## src/rtl/sum_accumulator_if.sv

```systemverilog
// rtl/sum_accumulator_if.sv - beat input stream and block result stream of sum_accumulator
//
// Purpose: groups the two handshaked paths of the accumulator.
// Ports (signals):
//   in_data/in_valid/in_ready           incoming adder sums, producer -> accumulator
//   out_sum/out_count/out_ovf/out_valid block result, accumulator -> consumer
//   out_ready                           consumer accepts the result
// Modports: master = producer/consumer side (bench), slave = accumulator.
interface sum_accumulator_if #(
    parameter int DATA_W  = 8,
    parameter int COUNT_W = 8,
    parameter int ACC_W   = 16
);
    logic [DATA_W-1:0]  in_data;
    logic               in_valid;
    logic               in_ready;
    logic [ACC_W-1:0]   out_sum;
    logic [COUNT_W-1:0] out_count;
    logic               out_ovf;
    logic               out_valid;
    logic               out_ready;

    modport master (
        output in_data, in_valid, out_ready,
        input  in_ready, out_sum, out_count, out_ovf, out_valid
    );

    modport slave (
        input  in_data, in_valid, out_ready,
        output in_ready, out_sum, out_count, out_ovf, out_valid
    );
endinterface

```

## src/rtl/sum_accumulator.sv

```systemverilog
// rtl/sum_accumulator.sv - accumulates a programmable-length block of adder sums
//
// Purpose: on start, sums len unsigned beats into an ACC_W-bit accumulator and
// presents total, beat count and sticky carry-out flag as one registered result.
// Ports:
//   clk    rising-edge clock
//   reset  asynchronous active-low reset
//   start  begin a block (honoured only when idle)
//   len    block length in beats, latched with start; 0 gives an empty result
//   busy   high whenever a block is in progress or its result is pending
//   bus    slave side of sum_accumulator_if (beat stream in, result out)
module sum_accumulator #(
    parameter int DATA_W  = 8,
    parameter int COUNT_W = 8,
    parameter int ACC_W   = 16
) (
    input  logic               clk,
    input  logic               reset,
    input  logic               start,
    input  logic [COUNT_W-1:0] len,
    output logic               busy,
    sum_accumulator_if.slave   bus
);

    typedef enum logic [1:0] {
        IDLE  = 2'd0,
        ACCUM = 2'd1,
        DONE  = 2'd2
    } state_t;

    state_t             state_q, state_d;
    logic [ACC_W-1:0]   acc_q, acc_d;
    logic [COUNT_W-1:0] count_q, count_d;
    logic [COUNT_W-1:0] len_q, len_d;
    logic               ovf_q, ovf_d;
    logic [ACC_W-1:0]   res_sum_q, res_sum_d;
    logic [COUNT_W-1:0] res_count_q, res_count_d;
    logic               res_ovf_q, res_ovf_d;

    // One extra bit on the left captures the carry out of the accumulator.
    logic [ACC_W:0]     acc_ext;
    logic [COUNT_W-1:0] count_inc;

    assign acc_ext   = {1'b0, acc_q} + {{(ACC_W + 1 - DATA_W){1'b0}}, bus.in_data};
    assign count_inc = count_q + COUNT_W'(1);

    always_ff @(posedge clk or negedge reset) begin
        if (!reset) begin
            state_q     <= IDLE;
            acc_q       <= '0;
            count_q     <= '0;
            len_q       <= '0;
            ovf_q       <= 1'b0;
            res_sum_q   <= '0;
            res_count_q <= '0;
            res_ovf_q   <= 1'b0;
        end else begin
            state_q     <= state_d;
            acc_q       <= acc_d;
            count_q     <= count_d;
            len_q       <= len_d;
            ovf_q       <= ovf_d;
            res_sum_q   <= res_sum_d;
            res_count_q <= res_count_d;
            res_ovf_q   <= res_ovf_d;
        end
    end

    always_comb begin
        state_d     = state_q;
        acc_d       = acc_q;
        count_d     = count_q;
        len_d       = len_q;
        ovf_d       = ovf_q;
        res_sum_d   = res_sum_q;
        res_count_d = res_count_q;
        res_ovf_d   = res_ovf_q;

        case (state_q)
            IDLE: begin
                if (start) begin
                    acc_d   = '0;
                    count_d = '0;
                    ovf_d   = 1'b0;
                    if (len != '0) begin
                        len_d   = len;
                        state_d = ACCUM;
                    end else begin
                        // Empty block: publish an all-zero result straight away.
                        res_sum_d   = '0;
                        res_count_d = '0;
                        res_ovf_d   = 1'b0;
                        state_d     = DONE;
                    end
                end
            end

            ACCUM: begin
                // in_ready is high for the whole of ACCUM, so in_valid alone accepts.
                if (bus.in_valid) begin
                    acc_d   = acc_ext[ACC_W-1:0];
                    ovf_d   = ovf_q | acc_ext[ACC_W];
                    count_d = count_inc;
                    if (count_inc == len_q) begin
                        // Result registers load on the final beat so out_valid
                        // and the data appear together one cycle later.
                        res_sum_d   = acc_ext[ACC_W-1:0];
                        res_count_d = count_inc;
                        res_ovf_d   = ovf_q | acc_ext[ACC_W];
                        state_d     = DONE;
                    end
                end
            end

            DONE: begin
                if (bus.out_ready) begin
                    state_d = IDLE;
                end
            end

            default: begin
                state_d = IDLE;
            end
        endcase
    end

    // Handshake outputs are decoded from the state register only.
    assign bus.in_ready  = (state_q == ACCUM);
    assign bus.out_valid = (state_q == DONE);
    assign busy          = (state_q != IDLE);

    // Result registers hold the last block's values until the next block completes.
    assign bus.out_sum   = res_sum_q;
    assign bus.out_count = res_count_q;
    assign bus.out_ovf   = res_ovf_q;

endmodule

```

## src/flat_wrapper.sv

```systemverilog
// flat-port wrapper written by rule: the top's interface ports become plain ports
module sum_accumulator_flat 
#(
    parameter int DATA_W  = 8,
    parameter int COUNT_W = 8,
    parameter int ACC_W   = 16
)
  (clk, reset, start, len, busy, bus_in_data, bus_in_valid, bus_out_ready, bus_in_ready, bus_out_sum, bus_out_count, bus_out_ovf, bus_out_valid);
  sum_accumulator_if #(.DATA_W(DATA_W), .COUNT_W(COUNT_W), .ACC_W(ACC_W)) bus_i ();
  input  logic clk;
  input  logic reset;
  input  logic start;
  input  logic [COUNT_W-1:0] len;
  output logic busy;
  input wire logic [$bits(bus_i.in_data)-1:0] bus_in_data;
  input wire logic [$bits(bus_i.in_valid)-1:0] bus_in_valid;
  input wire logic [$bits(bus_i.out_ready)-1:0] bus_out_ready;
  output wire logic [$bits(bus_i.in_ready)-1:0] bus_in_ready;
  output wire logic [$bits(bus_i.out_sum)-1:0] bus_out_sum;
  output wire logic [$bits(bus_i.out_count)-1:0] bus_out_count;
  output wire logic [$bits(bus_i.out_ovf)-1:0] bus_out_ovf;
  output wire logic [$bits(bus_i.out_valid)-1:0] bus_out_valid;
  assign bus_i.in_data = bus_in_data;
  assign bus_i.in_valid = bus_in_valid;
  assign bus_i.out_ready = bus_out_ready;
  assign bus_in_ready = bus_i.in_ready;
  assign bus_out_sum = bus_i.out_sum;
  assign bus_out_count = bus_i.out_count;
  assign bus_out_ovf = bus_i.out_ovf;
  assign bus_out_valid = bus_i.out_valid;
  sum_accumulator #(.DATA_W(DATA_W), .COUNT_W(COUNT_W), .ACC_W(ACC_W)) u_core (.clk(clk), .reset(reset), .start(start), .len(len), .busy(busy), .bus(bus_i));
endmodule
```

## config.mk

```make
export PLATFORM = sky130hd
export DESIGN_NAME = sum_accumulator_flat
export DESIGN_NICKNAME = d
export VERILOG_FILES = /design/src/rtl/sum_accumulator_if.sv /design/src/rtl/sum_accumulator.sv /design/src/flat_wrapper.sv
export SDC_FILE = /design/constraint.sdc
export NUM_CORES = 1
export LEC_CHECK = 0
export ABC_AREA = 1
export CORE_MARGIN = 2
export CORE_UTILIZATION = 35
export CTS_CLUSTER_DIAMETER = 200
export CTS_CLUSTER_SIZE = 20
export DETAILED_ROUTE_END_ITERATION = 16
export HOLD_SLACK_MARGIN = 0.05
export SLEW_MARGIN = 40
export SYNTH_ARGS = -nofsm -noshare
export SYNTH_HDL_FRONTEND = slang
export SYNTH_SLANG_ARGS = --single-unit
```

## constraint.sdc

```tcl
create_clock -name clk -period 2.2 [get_ports clk]
set_clock_uncertainty 0.15 [all_clocks]
set_input_delay 0.44 -clock clk [delete_from_list [all_inputs] [get_ports clk]]
set_output_delay 0.44 -clock clk [all_outputs]
set_load 0.005 [all_outputs]
```

## After elaboration in Yosys (flattened, before gate mapping)

Index checks and enable logic that the tools add are counted.

- Word-level logic and storage cells: 57
- Output and inout port bits: 28
- Flip-flop bits (word level): 60
- Input port bits: 21

- Equal/unequal tests: 8
- Multiplexer cells: 30
- Add/subtract/negate cells: 2
- Reductions and logical operators: 8
- Bitwise logic cells: 1

Operators by type and width:

| operator | number |
|---|---|
| 16-bit two-way mux | 6 |
| 16-bit case mux with 2 select lines | 2 |
| 8-bit two-way mux | 6 |
| 8-bit case mux with 2 select lines | 2 |
| 16-bit by 8-bit adder with 17-bit output | 1 |
| 2-bit two-way mux | 5 |
| 8-bit by 1-bit adder with 8-bit output, second input constant | 1 |
| 8-bit equality test | 1 |
| 2-bit != test, second input constant | 4 |
| 8-bit nonzero test | 1 |
| 1-bit two-way mux | 6 |
| 2-bit case mux with 3 select lines | 1 |
| 3-bit AND reduction | 2 |
| 5-bit AND reduction | 1 |
| 1-bit case mux with 2 select lines | 2 |
| 4-bit AND reduction | 1 |
| 2-bit nonzero test | 2 |
| 2-bit by 1-bit equality test with 1-bit output, second input constant | 1 |
| 2-bit equality test, second input constant | 1 |
| 2-bit zero test | 1 |
| 2-bit by 1-bit != test with 1-bit output, second input constant | 1 |
| 1-bit OR | 1 |

## Longest topological paths before layout

Gate-level depths: netlist of run 1.

- Depth in word-level cells: 5
- Mapped depth: 14
- Depth with buffers taken out: 13

## Least setup slack after synthesis of run 1

Ideal clock, no wire load.

- Path type: in2reg
- Start point: in bus_in_data[0]
- End point: reg u_core.res_sum_q[14], in the netlist u_core.bus.out_sum[14]
- Arrival time: 1.805 ns
- Stages on the path: 11
- Buffers on the path: 0
- Path slack: 0.180 ns
- Data required time: 1.984 ns
- Library setup time: 0.066 ns
- Cells stage by stage: ha_1 > fa_1 > nand3_1 > nand3_1 > nand3_1 > nand2_1 > nand2_1 > nand2_1 > nor2_1 > nand4_1 > nand2_1

- Cells in the longest elaborated chain, start to end: 4

Ends and longest elaborated chain:

| item | line | RTL |
|---|---|---|
| from (decl) | flat_wrapper.sv:15 | `input wire logic [$bits(bus_i.in_data)-1:0] bus_in_data;` |
| 16-bit by 8-bit adder with 17-bit output | sum_accumulator.sv:44 | `assign acc_ext = {1'b0, acc_q} + {{(ACC_W + 1 - DATA_W){1'b0}}, bus.in_data};` |
| 16-bit two-way mux | sum_accumulator.sv:104 | `if (count_inc == len_q) begin` |
| 16-bit two-way mux | sum_accumulator.sv:100 | `if (bus.in_valid) begin` |
| 16-bit case mux with 2 select lines | sum_accumulator.sv:79 | `case (state_q)` |
| to (signal assigned) | sum_accumulator.sv:63 | `res_sum_q <= res_sum_d;` |
| to (decl) | sum_accumulator.sv:36 | `logic [ACC_W-1:0] res_sum_q, res_sum_d;` |

Every way passes these cells. The select of a mux whose other input is x is not followed.
A chain may end at the register's enable or synchronous reset.

## Final worst setup path of run 1

- Start point: in bus_in_data[0]
- End point: reg u_core.acc_q[14]

- Cells in the longest elaborated chain, start to end: 3

Ends and longest elaborated chain:

| item | line | RTL |
|---|---|---|
| 16-bit by 8-bit adder with 17-bit output | sum_accumulator.sv:44 |  |
| 16-bit two-way mux | sum_accumulator.sv:100 |  |
| 16-bit case mux with 2 select lines | sum_accumulator.sv:79 |  |
| to (signal assigned) | sum_accumulator.sv:50 | `acc_q <= '0;` |
| to (signal assigned) | sum_accumulator.sv:59 | `acc_q <= acc_d;` |
| to (decl) | sum_accumulator.sv:32 | `logic [ACC_W-1:0] acc_q, acc_d;` |

Every way passes these cells. The select of a mux whose other input is x is not followed.

==> results of run 1 <==
[sequential cells by signal, summed over array words and instances, names as in the netlist]
register,flops
u_core.bus.out_count,8
u_core.ovf_q,1
u_core.bus.out_sum,16
u_core.count_q,8
u_core.acc_q,16
u_core.len_q,8
u_core.state_q,2
u_core.bus.out_ovf,1
[worst reg2reg max path, cell delays in order (launching register included)]
cell      delay, ps
dfrtp_1         370
ha_2            210
nand2_4          80
nor2_4          150
nand2_1          80
nand3b_1         80
nand2_1          60
nor2_1          120
nand3_2         110
nand2_4         180
nand3_2         170
nand2_1         110
nand2_1          50
[power groups by stage]
stage / clock network [uW] / logic, uW / registers, uW
after floorplan: 0 / 1410 / 1550
after global placement: 0 / 2310 / 1570
after detailed placement: 0 / 2320 / 1580
after CTS: 1130 / 2340 / 1560
after global routing: 1170 / 2890 / 1630
final: 1100 / 2600 / 1580
[metrics by stage]
step / total power (uW) / hold WS, ps / setup WS, ps / area [um^2] / setup TNS [ps]
floorplan: 2960 / -5.59 / 180 / 3490 / 0
global placement: 3880 / 240 / -451 / 4290 / -7790
detailed placement: 3900 / 245 / -486 / 4290 / -8390
CTS: 5030 / 325 / -6.63 / 4530 / -14.5
global route: 5690 / 350 / -8.14 / 4740 / -42.6
finish: 5280 / 320 / 111 / 4740 / 0
[synth_stat cells]
library cell    n  area (um^2)
a21oi_1        17         85.1
buf_6           2         22.5
or2_2           1         6.26
nor3_1          2         10.0
nand2_4         1         11.3
inv_2           4         15.0
inv_1          48          180
nor2_4          2         22.5
nand3_4         1         17.5
nor2_2          1         6.26
nor2_1         35          131
nand3_1        29          145
buf_4           2         15.0
nand4_1        27          169
xnor2_1         1         8.76
fa_1            1         20.0
nand2_2         1         6.26
o21bai_1        1         7.51
a21o_1          2         15.0
clkinv_1        1         3.75
xor2_1          1         8.76
clkbuf_1        4         15.0
o211a_1         1         10.0
o21ai_1         4         20.0
nand3b_1        2         15.0
dfrtp_1        60         1500
o22ai_2         1         12.5
buf_2           8         40.0
nand2_1       192          721
o21ai_0        27          135
ha_1            9          113
[final cells by class]
class | count | area (um^2) | share of cell area, %
Clock buffer | 11 | 141 | 2.98
Clock inverter | 5 | 75.1 | 1.58
Inverter | 53 | 199 | 4.20
Multi-Input combinational cell | 362 | 1910 | 40.3
Sequential cell | 60 | 1500 | 31.7
Tap cell | 133 | 166 | 3.51
Timing Repair Buffer | 77 | 746 | 15.7
[logic make-up after synthesis]
logic type,count (synthesis)
flops,60
compound gates,53
simple gates,294
fa+ha+maj,10
xor+xnor,2
buf+inv,69
[worst paths after layout]
| kind | startpoint | endpoint | slack, ps | cells after the start |
|---|---|---|---|---|
| hold reg to reg | u_core.bus.out_sum[4]$_DFFE_PN0P_ | u_core.bus.out_sum[4]$_DFFE_PN0P_ | 320 | 2 |
| min in group asynchronous | reset | u_core.acc_q[3]$_DFFE_PN0P_ | 410 | 2 |
| setup reg to reg | u_core.count_q[0]$_DFFE_PN0P_ | u_core.bus.out_count[0]$_DFFE_PN0P_ | 160 | 12 |
| setup / recovery | bus_in_data[0] | u_core.acc_q[14]$_DFFE_PN0P_ | 110 | 12 |
| max in group asynchronous | reset | u_core.state_q[1]$_DFFE_PN0P_ | 910 | 3 |
| hold / removal | u_core.bus.out_sum[4]$_DFFE_PN0P_ | u_core.bus.out_sum[4]$_DFFE_PN0P_ | 320 | 2 |
[repair_timing]
item | CTS | global route
cloned | 0 | 3
setup endpoints to repair | 13 | 38
pin swaps | 0 | 8
resized for setup | 3 | 38
hold endpoints to repair | 15 | 0
hold buffers | 1 | 0
[layer usage]
metal | up-vias | wire [um]
li1 | 1729 | -
met1 | 1556 | 4540
met2 | 73 | 3950
met3 | 9 | 374
met4 | 0 | 125
met5 | - | 0
==> metrics.txt, run 1 <==
status finished clean; Die Width 104 um; WP data required between 2000 and 2500 ps; Crit. End Element register; share of layout cells above drive strength 1 between 10% and 20%; main combinational cell family by area after synthesis simple AND/OR/NAND/NOR gates; post-DR wirelength/cell about 13 um; Tmin final 2090 ps; final core occ slightly below 50%; Post-Synthesis Cells approximately 500; CTS H-tree lvls 3; mux cell area share after synthesis 0%; Worst path slowest cell clkdlybuf4s50_1; GRT Total Usage between 10% and 20%; largest net degree at the start of global routing 47; Worst slew margin around 67%; Die Height ~100 um; via count roughly 3,400; synthesized area 3490 um^2; antenna viol nets, final 0; hpwl dp approximately 6000 um; Max Clk Rate approximately 0.48 GHz; kind of critical path in -> reg; Buf+Inv Stages, Crit Path 1; commonest non-fill, non-tap cell in the layout nand2_1; Via density between 4 and 5; kind of launch point of the worst setup path input pin; met1 Use GR between 20% and 30%; endpoints failing setup 0; cell count after placement 681; sequential area share after synthesis roughly 43%; Setup Fix Bufs, Post-CTS 0; Leak Pwr between 0.002 and 0.0025 uW; Final Hold Viols 0; Clock Path Buffers 2; Post-Layout Cell Count 701; routing usage on met3 under 10%; post-route clock period utilization 95.0%; Avg Cell Area, Syn 7.15 um^2; Layout area overhead 35.9%; sw frac 41.4%; WP data arrival ~2200 ps; clock sinks 60; Post-Syn Nets between 500 and 600; Sequential Power Share between 30% and 40%; Post-Synth Simple-Gate Area between 30% and 40%; post-synthesis xor/xnor area fraction less than 1%; Clock Tree Root clkbuf_8; Worst-Skew Late Latency between 300 and 400 ps; Psw approximately 2200 uW; die area approximately 11,000 um^2; GRT Max-Usage Layer met2; grt met2 use between 20% and 30%; commonest cells after routing, fill and taps aside 188 x nand2_1, 58 x dfrtp_1, 48 x inv_1; Final GP Congestion 0.892; Synth Area in Adders 3.80%; Yosys warning total 0; initial core utilization between 30% and 40%; vias in the first global route between 3,000 and 4,000; antenna violations before repair 0; Port-buffer cells 48; Final nets between 500 and 600; number of diodes 0; TritonCTS clock tree built; post-synth cell types 31; cells along the critical path clkdlybuf4s50_1 > ha_2 > fa_2 > nand3_2 > nand3_4 > nand3_2 > nand2_2 > nand2_1 > nand2_1 > nor2_2 > nand2_1 > o21ai_0; Rows 36; # DRC 0; max-slew violation count 0; total gr overflow 0; Pwr Density around 1100 nW/um^2; combinational power share 49.1%; Synth Area in Compound Gates under 10%; clock power share a little over a fifth; Worst-Margin Slew between 400 and 500 ps; flops & latches, synth 60; DR iter-0 viols ~230; IO Pins 49; max_cap viols 0; fillers just under 1,000; Detailed Route WL about 9000 um; worst hold path type reg -> reg; first-pass GRT wire length roughly 14,000 um; CP Max Fanout 5; Clock transition at path regs around 70 ps; Worst path most repeated cell nand2_1; core area 9730 um^2; critical path's largest stage delay around 400 ps; Crit path max-delay family simple AND/OR/NAND/NOR gates; Max VDD drop just over 0.7 mV; drt first pass iters 5; CTS Buf Count 9; P_int about 3100 uW
No activity file was read; power rests on OpenSTA's default activity.
==> run 2, diff against run 1 <==
--- a/config.mk
+++ b/config.mk
@@ -5,7 +5,6 @@
 export SDC_FILE = /design/constraint.sdc
 export NUM_CORES = 1
 export LEC_CHECK = 0
-export ABC_AREA = 1
 export CORE_MARGIN = 2
 export CORE_UTILIZATION = 35
 export CTS_CLUSTER_DIAMETER = 200
==> run 2 against run 1 <==
Compared with the run above: the run now ends with setup timing left; cell count fell by 19%; final area grew 2.6%; sequential cell count did not move; global-route usage grew 1.9 points; clock-buffer cell count down 1; total power fell by 6.5%; highest routed layer unchanged; critical endpoint is now u_core.bus.out_sum[15]$_DFFE_PN0P_; first-iteration DRC count down 49%; sequential share of layout area shrank 0.70 points; combinational power is 7% lower; register-to-register slack worse by 240 ps; non-clock buffer count rose by 35; maximum frequency down 8.5%.
==> metrics.txt, run 2 <==
status finished, violations left; failing checks setup timing; max-slew violation count 0; number of synthesized flops with an enable pin 0; Setup crit start u_core.count_q[1]$_DFFE_PN0P_; WP data arrival roughly 2400 ps; WP data required 2270 ps; number of diodes 0; Port-buffer cells 48; antenna viol nets, final 0; Layout area overhead 42.8%; Tmin final approximately 2300 ps; kind of launch point of the worst setup path register; sequential area share after synthesis between 40% and 50%; Fin Hold WS 351 ps; hpwl dp 6080 um; drt first pass iters 4; Synth top cells by count 60 x dfrtp_1, 29 x a22o_1, 29 x nand2_1, 28 x o21ai_0, 16 x xnor2_1; most common cell in the netlist dfrtp_1; via count between 2,000 and 3,000; Final nets approximately 460; Worst-Margin Slew ~480 ps; core area about 9600 um^2; Post-Synthesis Cells approximately 330; Final GP Congestion just under 0.9; flops & latches, synth 60; Max Clk Rate around 0.44 GHz; # DRC 0; final worst slack -84.6 ps; Reg-to-Reg Start u_core.count_q[1]$_DFFE_PN0P_; kind of critical path reg -> reg; commonest non-fill, non-tap cell in the layout buf_4; hold_sp u_core.bus.out_sum[9]$_DFFE_PN0P_; largest net degree at the start of global routing slightly above 60; synthesized area 3410 um^2; Clock transition at path regs 70 ps; Crit. End Element register; CTS Buf Count 9; Pwr Density just over 1000 nW/um^2; CP Max Fanout 25; Post-Syn Nets between 300 and 400; total gr overflow 0; DP Worst Slack -638 ps; die area 10,500 um^2; Max VDD drop about 0.65 mV; Final Hold Viols 0; ys async rst share 100%; max_cap viols 0; Avg Cell Area, Syn just over 10 um^2; share of layout cells above drive strength 1 between 20% and 30%; fillers roughly 910; Leak Pwr about 0.0021 uW; post-DR wirelength/cell between 15 and 20 um; vias in the first global route a little under 3,000; worst hold path type reg -> reg; Yosys warning total 0; Clock Path Buffers 2; TritonCTS clock tree built; main area contributors after synthesis dfrtp_1 44%, a22o_1 7.5%, o21ai_0 4.1%; post-synth cell types between 50 and 60; clock sinks 60; Synth Flop Type dfrtp_1; initial core utilization a little over a third; post-route clock period utilization 104%; CTS H-tree lvls 3; Worst-Skew Late Latency 340 ps; commonest cells after routing, fill and taps aside 57 x buf_4, 54 x dfrtp_1, 43 x clkdlybuf4s50_1; cell taking the most area after synthesis dfrtp_1; RSZ-0062 raised after global routing true; IO Pins between 40 and 50; Detailed Route WL between 8000 and 9000 um; GRT Total Usage a little under a fifth; top-area cell type share of the netlist area between 40% and 50%; Via density just over 5; Worst slew margin between 60% and 70%; Die Width about 100 um; reg-to-reg slack, setup -80 ps; DR iter-0 viols 120; first-pass GRT wire length roughly 15,000 um; endpoints failing setup 24; Die Height 103 um; Clock Tree Root clkbuf_8; Rows 36; antenna violations before repair 0
run 2: cell count changes after synthesis, moves of 15 or more:
cell / change
inv_1: -40
xnor2_1: +15
nand4_1: -25
nor2_1: -21
nand3_1: -21
nand2_1: -163
a22o_1: +29
run 2: through the flow:
stage / util [%] / setup TNS [ps] / total power, uW / cells / instance area [um^2]
3_3_place_gp: 46.1 / -13640 / 3640 / 543 / 4420
6_report: 50.7 / -1630 / 4940 / 570 / 4860
5_1_grt: 50.7 / -3910 / 5300 / 570 / 4860
4_1_cts: 49.4 / -2140 / 4820 / 565 / 4740
2_1_floorplan: - / 0 / 2890 / 328 / 3510
3_5_place_dp: 46.1 / -15260 / 3700 / 543 / 4420
run 2: repair_timing:
action | in CTS | in global routing
hold buffers | 1 | 0
gates cloned | 1 | 0
endpoints found under the setup margin | 37 | 37
pin swaps | 14 | 5
setup buffers | 5 | 5
gates resized for setup | 19 | 28
endpoints found under the hold margin | 60 | 0
run 2: routing by layer:
metal	global-route usage (%)	wire, um	vias up
met3	5.02	434	10
met2	28.5	4220	77
li1	-	-	1425
met1	24.5	4050	1444
met5	0	0	-
met4	5.03	87	0
run 2: worst paths after layout:
path                                                 endpoint  depth (start not counted)
setup / recovery           u_core.bus.out_sum[15]$_DFFE_PN0P_                          8
hold / removal              u_core.bus.out_sum[9]$_DFFE_PN0P_                          1
setup reg to reg           u_core.bus.out_sum[15]$_DFFE_PN0P_                          8
hold reg to reg             u_core.bus.out_sum[9]$_DFFE_PN0P_                          1
max in group asynchronous       u_core.count_q[0]$_DFFE_PN0P_                          3
min in group asynchronous   u_core.bus.out_sum[1]$_DFFE_PN0P_                          3
run 2: cell type report:
cell class | instances | area, um^2 | share of cell area (%)
tap | 133 | 166 | 3.42
inverter | 9 | 36.3 | 0.746
multi-input combinational | 241 | 1970 | 40.5
clock buffer | 10 | 128 | 2.62
timing repair buffer | 112 | 1000 | 20.6
sequential | 60 | 1510 | 31.0
clock inverter | 5 | 53.8 | 1.11
run 2: worst max-delay path: stages, from the launching register on:
cell and delay, ps:
dfrtp_2 450, buf_6 130, and3_4 190, a311oi_4 260, nor4_4 110, nor4_2 330
o21ai_2 130, buf_12 170, a22o_1 240
run 2: report_power, final:
part           switching [uW]  internal, uW
registers                 240          1310
clock network             453           513
logic                    1210          1210
total                    1900          3040
run 2: logic make-up after synthesis:
kind of cell / synth area share (%)
buffers and inverters: 5.32
xor gates and xnor gates: 7.38
and+or+nand+nor: 13.8
adders and majority gates: 3.89
DFF: 44.1
muxes: 2.90
AOI/OAI and AO/OA: 22.7
